===== config.mk =====
export PLATFORM = sky130hd
export DESIGN_NAME = hall_sensor_simulator_flat
export DESIGN_NICKNAME = d
export VERILOG_FILES = /design/src/rtl/bldc_pkg.sv /design/src/rtl/hall_sensor_simulator_if.sv /design/src/rtl/hall_strobe_gen.sv /design/src/rtl/hall_sensor_simulator.sv /design/src/flat_wrapper.sv
export SDC_FILE = /design/constraint.sdc
export NUM_CORES = 1
export LEC_CHECK = 0
export CORE_MARGIN = 2
export CORE_UTILIZATION = 35
export CTS_CLUSTER_SIZE = 20
export DETAILED_ROUTE_END_ITERATION = 8
export SLEW_MARGIN = 10
export SYNTH_ARGS = -nofsm -noshare
export SYNTH_HDL_FRONTEND = slang
export SYNTH_SLANG_ARGS = --single-unit
export TNS_END_PERCENT = 10

===== constraint.sdc =====
create_clock -name clk -period 5.95 [get_ports clk]
set_input_delay 1.19 -clock clk [delete_from_list [all_inputs] [get_ports clk]]
set_output_delay 1.19 -clock clk [all_outputs]
set_load 0.03 [all_outputs]

===== src/rtl/bldc_pkg.sv =====
// Shared BLDC definitions: the six-state Hall commutation table,
// step direction codes and helpers for walking the table.
package bldc_pkg;

  localparam int HALL_STEPS = 6;
  localparam logic DIR_FWD = 1'b0;
  localparam logic DIR_REV = 1'b1;

  // Valid Hall codes {C,B,A} in forward commutation order.
  localparam logic [2:0] HALL_SEQ [0:5] = '{3'b001, 3'b011, 3'b010, 3'b110, 3'b100, 3'b101};

  // Position within HALL_SEQ; only the six valid encodings are ever reached.
  typedef enum logic [2:0] {
    IDX0 = 3'd0,
    IDX1 = 3'd1,
    IDX2 = 3'd2,
    IDX3 = 3'd3,
    IDX4 = 3'd4,
    IDX5 = 3'd5
  } hall_idx_e;

  // Next table position, wrapping at either end.
  function automatic hall_idx_e step_idx(input hall_idx_e idx, input logic dir);
    hall_idx_e res;
    if (dir == DIR_FWD) begin
      res = (idx == IDX5) ? IDX0 : hall_idx_e'(idx + 3'd1);
    end else begin
      res = (idx == IDX0) ? IDX5 : hall_idx_e'(idx - 3'd1);
    end
    return res;
  endfunction

  // Hall code for a table position; unused encodings fall back to the reset code.
  function automatic logic [2:0] hall_of(input hall_idx_e idx);
    logic [2:0] code;
    case (idx)
      IDX0:    code = HALL_SEQ[0];
      IDX1:    code = HALL_SEQ[1];
      IDX2:    code = HALL_SEQ[2];
      IDX3:    code = HALL_SEQ[3];
      IDX4:    code = HALL_SEQ[4];
      IDX5:    code = HALL_SEQ[5];
      default: code = HALL_SEQ[0];
    endcase
    return code;
  endfunction

endpackage


===== src/rtl/hall_sensor_simulator_if.sv =====
// Control and output bundle of the Hall sensor simulator.
// master: the controller / bench side; slave: the simulator itself.
interface hall_sensor_simulator_if #(
  parameter int CNT_W    = 32,
  parameter int STROBE_W = 16
);
  logic                enable_sim;
  logic                sim_direction;
  logic [CNT_W-1:0]    sim_speed_duration;
  logic [STROBE_W-1:0] strobe_pulse_duration;
  logic [2:0]          simulated_hall;
  logic                hall_sample_strobe;

  modport master (
    output enable_sim, sim_direction, sim_speed_duration, strobe_pulse_duration,
    input  simulated_hall, hall_sample_strobe
  );

  modport slave (
    input  enable_sim, sim_direction, sim_speed_duration, strobe_pulse_duration,
    output simulated_hall, hall_sample_strobe
  );
endinterface


===== src/rtl/hall_strobe_gen.sv =====
// Load/countdown pulse stretcher: a step pulse raises the strobe for
// exactly `duration` cycles; a new step while still high reloads it.
module hall_strobe_gen #(
  parameter int STROBE_W = 16
) (
  input  logic                clk,
  input  logic                reset,
  input  logic                enable,
  input  logic                step_pulse,
  input  logic [STROBE_W-1:0] duration,
  output logic                strobe
);

  logic [STROBE_W-1:0] cnt_reg;
  logic [STROBE_W-1:0] cnt_next;
  logic                strobe_reg;
  logic                strobe_next;

  // Next strobe state: load on step, count down while nonzero, cleared when frozen.
  always_comb begin
    cnt_next    = cnt_reg;
    strobe_next = 1'b0;
    if (!enable) begin
      cnt_next    = '0;
      strobe_next = 1'b0;
    end else if (step_pulse) begin
      if (duration == '0) begin
        cnt_next    = '0;
        strobe_next = 1'b0;
      end else begin
        cnt_next    = duration - STROBE_W'(1);
        strobe_next = 1'b1;
      end
    end else if (cnt_reg != '0) begin
      cnt_next    = cnt_reg - STROBE_W'(1);
      strobe_next = 1'b1;
    end
  end

  // Strobe register with synchronous reset.
  always_ff @(posedge clk) begin
    if (reset) begin
      cnt_reg    <= '0;
      strobe_reg <= 1'b0;
    end else begin
      cnt_reg    <= cnt_next;
      strobe_reg <= strobe_next;
    end
  end

  assign strobe = strobe_reg;

endmodule


===== src/rtl/hall_sensor_simulator.sv =====
// Synthetic Hall sensor: steps through the six valid Hall codes every
// P = max(sim_speed_duration, 2) cycles, forward or reverse, with a
// sample strobe starting on each change.
module hall_sensor_simulator
  import bldc_pkg::*;
#(
  parameter int CNT_W    = 32,
  parameter int STROBE_W = 16
) (
  input  logic clk,
  input  logic reset,
  hall_sensor_simulator_if.slave sim_if
);

  logic [CNT_W-1:0] period_eff;
  logic [CNT_W-1:0] period_cnt_reg;
  logic [CNT_W-1:0] period_cnt_next;
  hall_idx_e        idx_reg;
  hall_idx_e        idx_next;
  logic [2:0]       hall_reg;
  logic [2:0]       hall_next;
  logic             step_pulse;

  // Effective period, clamping 0 and 1 up to 2.
  always_comb begin
    period_eff = (sim_if.sim_speed_duration < CNT_W'(2)) ? CNT_W'(2) : sim_if.sim_speed_duration;
  end

  // Period counter and index next-state; ">=" lets a shortened period wrap at once.
  always_comb begin
    step_pulse      = 1'b0;
    period_cnt_next = period_cnt_reg;
    idx_next        = idx_reg;
    hall_next       = hall_reg;
    if (sim_if.enable_sim) begin
      if (period_cnt_reg >= period_eff - CNT_W'(1)) begin
        step_pulse      = 1'b1;
        period_cnt_next = '0;
        idx_next        = step_idx(idx_reg, sim_if.sim_direction);
        hall_next       = hall_of(idx_next);
      end else begin
        period_cnt_next = period_cnt_reg + CNT_W'(1);
      end
    end
  end

  // State register: counter, index and the registered Hall code.
  always_ff @(posedge clk) begin
    if (reset) begin
      period_cnt_reg <= '0;
      idx_reg        <= IDX0;
      hall_reg       <= HALL_SEQ[0];
    end else begin
      period_cnt_reg <= period_cnt_next;
      idx_reg        <= idx_next;
      hall_reg       <= hall_next;
    end
  end

  hall_strobe_gen #(
    .STROBE_W (STROBE_W)
  ) u_strobe (
    .clk        (clk),
    .reset      (reset),
    .enable     (sim_if.enable_sim),
    .step_pulse (step_pulse),
    .duration   (sim_if.strobe_pulse_duration),
    .strobe     (sim_if.hall_sample_strobe)
  );

  assign sim_if.simulated_hall = hall_reg;

endmodule


===== src/flat_wrapper.sv =====
// flat-port wrapper written by rule: the top's interface ports become plain ports
module hall_sensor_simulator_flat import bldc_pkg::*;
#(
  parameter int CNT_W    = 32,
  parameter int STROBE_W = 16
)
  (clk, reset, sim_if_enable_sim, sim_if_sim_direction, sim_if_sim_speed_duration, sim_if_strobe_pulse_duration, sim_if_simulated_hall, sim_if_hall_sample_strobe);
  hall_sensor_simulator_if #(.CNT_W(CNT_W), .STROBE_W(STROBE_W)) sim_if_i ();
  input  logic clk;
  input  logic reset;
  input wire logic [$bits(sim_if_i.enable_sim)-1:0] sim_if_enable_sim;
  input wire logic [$bits(sim_if_i.sim_direction)-1:0] sim_if_sim_direction;
  input wire logic [$bits(sim_if_i.sim_speed_duration)-1:0] sim_if_sim_speed_duration;
  input wire logic [$bits(sim_if_i.strobe_pulse_duration)-1:0] sim_if_strobe_pulse_duration;
  output wire logic [$bits(sim_if_i.simulated_hall)-1:0] sim_if_simulated_hall;
  output wire logic [$bits(sim_if_i.hall_sample_strobe)-1:0] sim_if_hall_sample_strobe;
  assign sim_if_i.enable_sim = sim_if_enable_sim;
  assign sim_if_i.sim_direction = sim_if_sim_direction;
  assign sim_if_i.sim_speed_duration = sim_if_sim_speed_duration;
  assign sim_if_i.strobe_pulse_duration = sim_if_strobe_pulse_duration;
  assign sim_if_simulated_hall = sim_if_i.simulated_hall;
  assign sim_if_hall_sample_strobe = sim_if_i.hall_sample_strobe;
  hall_sensor_simulator #(.CNT_W(CNT_W), .STROBE_W(STROBE_W)) u_core (.clk(clk), .reset(reset), .sim_if(sim_if_i));
endmodule

==> impl_metrics.csv <==
group,metric,value,unit
timing,setup-violations-final,0,
detailed_routing,drc,0,
timing,hold-worst-slack,0.4989,ns
placed_design,detailed_place.area,0.005419,mm^2
global_routing,via_count_of_the_first_global_routing_pass,4040,
floorplanning,design.die.area,0.01366,mm^2
detailed_routing,detailedRoute.firstPassIterationCount,4,
cells_and_area,layout.nets,723,
logic_synthesis,synth-compound-area-share,0.08644,
logic_synthesis,synth_xor_xnor_area_share,0.1552,
clock_network,cts_root_buffer,"clkbuf_16",
timing,post-route-period-util,0.9524,
timing,pin_slew_with_the_least_headroom_to_its_limit,0.9406,ns
global_routing,overflow,0,
logic_synthesis,synthesis.area_per_instance,8.076,um^2
clock_network,clk_path_buf_depth,2,
detailed_routing,finalWirelength,11.00,mm
logic_synthesis,synth.cell_area,0.004458,mm^2
clock_network,cts.hold.buffers_added,0,
logic_synthesis,synth.area.top_cells,"dfxtp_1 25%, ha_1 10%, xnor2_1 9.8%",
flow_run,max_cap_viol_count,0,
logic_synthesis,post_synth_and_or_nand_nor_area_fraction,0.3194,
placed_design,pre_cts_slack,-0.1707,ns
floorplanning,chipWidth,116.9,um
power_and_ir_drop,power.ir.vdd_worst,0.1334,mV
critical_path,worst_ep_required_time,6.14,ns
hold_path,holdPathStages,2,
logic_synthesis,synth_top_family_by_area,"simple AND/OR/NAND/NOR gates",
timing,maxClockFrequency,176.5,MHz
critical_path,worst-r2r-setup-slack,3.52,ns
timing,finalWorstSetupSlack,0.2832,ns
critical_path,end_kind,"flop",
hold_path,timing.hold.worst.class,"reg2reg",
cells_and_area,design_area,0.005595,mm^2
timing,fin_worst_skew,0.007617,ns
floorplanning,dieHeight,116.9,um
critical_path,worstPathArrival,5.85,ns
power_and_ir_drop,post-layout-total-power,0.001297,W
cells_and_area,drive_gt1_frac,0.1213,
power_and_ir_drop,power.leakage,2.121,nW
detailed_routing,routed-via-count,4120,
floorplanning,ios,56,
timing,rsz_0062_raised_after_global_routing,"false",
logic_synthesis,postSynth.topFlopCell,"dfxtp_1",
placed_design,place.gp.congestion,0.8664,
global_routing,grt_first_pass_wirelength,18.55,mm
logic_synthesis,synth.largest_area_cell,"dfxtp_1",
timing,final-hold-violation-count,0,
clock_network,tritoncts,"built",
logic_synthesis,synth.top_cells.by_count,"85 x nor2_1, 55 x dfxtp_1, 55 x nand2_1",
clock_network,cts_max_level,2,
detailed_routing,drt.antenna.violating_nets,0,
global_routing,initial_antenna_violation_count,0,
critical_path,crit_path_max_fanout,6,
clock_network,worst_setup_hold_path_clk_slew,0.07,ns
clock_network,cts_num_sinks,55,
logic_synthesis,synth_fp_nets,641,
timing,worst_slew_margin_rel,0.3681,
cells_and_area,regArea,0.001101,mm^2
clock_network,cts_buffers,5,
logic_synthesis,postSynthCellCount,552,
logic_synthesis,synth_top_area_share,0.2470,
cells_and_area,antennaDiodeCount,0,
logic_synthesis,synth_most_common_cell,"nor2_1",
floorplanning,initial_standard_cell_utilization_of_the_core,0.3562,
logic_synthesis,yosysUniqueCellTypes,57,
floorplanning,rows,41,
outcome,outcome,"completed",
timing,timing.final.crit_period,5.667,ns
detailed_routing,avgViaCountPerCell,5.105,
cells_and_area,multi_input_comb_area,0.003257,mm^2
cells_and_area,final.fill_count,1284,
logic_synthesis,synthMuxAreaShare,0.06090,
logic_synthesis,async_flop_share,0,
global_routing,grt_start_max_net_pins,29,
logic_synthesis,synth_seq_area_share,0.2470,
placed_design,dp_hpwl,8.891,mm
logic_synthesis,area_share_of_fa_ha_maj_cells_after_synthesis,0.1038,
logic_synthesis,yosys_register_bits,55,
logic_synthesis,yosys_warnings,0,
critical_path,critical_path_class,"in2reg",
clock_network,clk-insertion-delay-late,0.29,ns
cells_and_area,utilization,0.4470,
logic_synthesis,number_of_flops_mapped_to_enable_cells_by_yosys,0,
floorplanning,area_of_the_core,0.01252,mm^2
placed_design,numPortBuffers,55,
global_routing,combined_global_route_utilization_of_all_metal_layers,0.1663,
timing,timing_max_transition_violations_final,0,
critical_path,cp-start-kind,"input port",
power_and_ir_drop,powerDensity,231.8,mW/mm^2
detailed_routing,number_of_drc_markers_after_the_initial_detailed_route_iteration,154,
detailed_routing,wl_per_cell,13.62,um
cells_and_area,area.growth.synth_to_final,25.51,%
critical_path,worst_r2r_path_depth,9,
cells_and_area,largest_register_ff_count,32,
## final cells by class
| type | instances | share of cell area |
|---|---|---|
| Inverter | 17 | 0.01140 |
| Multi-Input combinational cell | 468 | 0.5821 |
| Tap cell | 172 | 0.03846 |
| Sequential cell | 55 | 0.1968 |
| Timing Repair Buffer | 87 | 0.1436 |
| Clock inverter | 2 | 0.002907 |
| Clock buffer | 6 | 0.02482 |
## per-stage QoR
stage / cells / TNS [ns]
6_report: 807 / 0
5_1_grt: 807 / 0
4_1_cts: 807 / 0
3_5_place_dp: 799 / -2.072
3_3_place_gp: 799 / 0
2_1_floorplan: 552 / 0
## critical path, stage by stage
cell	delay [ns]
clkdlybuf4s50_1	0.43
or4_4	0.55
or3_4	0.37
nor4_4	0.22
nand2b_1	0.16
ha_1	0.19
nor3b_2	0.22
nand3_1	0.15
buf_4	0.19
nor4_1	0.23
xnor2_1	0.13
ha_1	0.29
nand4_1	0.14
nor4_2	0.35
a221oi_1	0.17
a21oi_2	0.27
a21o_1	0.25
mux2_2	0.36
## per-layer routing
| metal | track usage | wire (um) |
|---|---|---|
| met1 | 0.2061 | 5022 |
| met2 | 0.3106 | 5542 |
| met4 | 0.02902 | 79 |
| met3 | 0.02163 | 350 |
| met5 | 0 | 0 |
## final timing paths
check | from | endpoint
worst max register to register | u_core.period_cnt_reg[9] | u_core.u_strobe.cnt_reg[12]
worst max-delay path | sim_if_sim_speed_duration[28] | u_core.u_strobe.cnt_reg[5]
worst min register to register | u_core.sim_if.simulated_hall[1] | u_core.sim_if.simulated_hall[1]
worst min-delay path | u_core.sim_if.simulated_hall[1] | u_core.sim_if.simulated_hall[1]
## where the power goes
| part | internal [W] | switching (W) |
|---|---|---|
| clock network | 0.000169 | 0.000137 |
| registers | 0.000410 | 0.0000386 |
| logic | 0.000261 | 0.000282 |
## logic make-up (layout without fill, tap and decap cells)
kind of cell	count (synthesis)	in the layout
adders and majority gates	37	37
AOI/OAI and AO/OA	57	57
xor gates and xnor gates	79	79
DFF	55	55
and+or+nand+nor	269	269
muxes	26	26
buffers and inverters	29	112
## repair_timing
item,CTS,global route
buffers inserted,0,0
endpoints found under the setup margin,0,55
resized for setup,0,5
## layout by cell type (no fill, tap or decap), types with 3 or more instances in the layout
master and n:
a211oi_1 6, clkdlybuf4s50_1 55, xnor2_1 50, and2_1 3, and3_1 7, nand3b_1 9
a211o_1 4, o21ai_0 12, or3_1 5, or4_1 3, nand4_1 14, nor4_1 12
nor2b_1 4, nand3_1 18, buf_4 31, mux2i_1 17, inv_1 16, nor3_1 19
mux2_2 8, a21oi_1 18, clkbuf_16 5, nand2b_1 8, nand2_1 55, dfxtp_1 55
nor4_2 6, ha_1 37, xor2_1 29, nor2_1 85, nor3_2 3
Power figures use the tool's default switching activity.
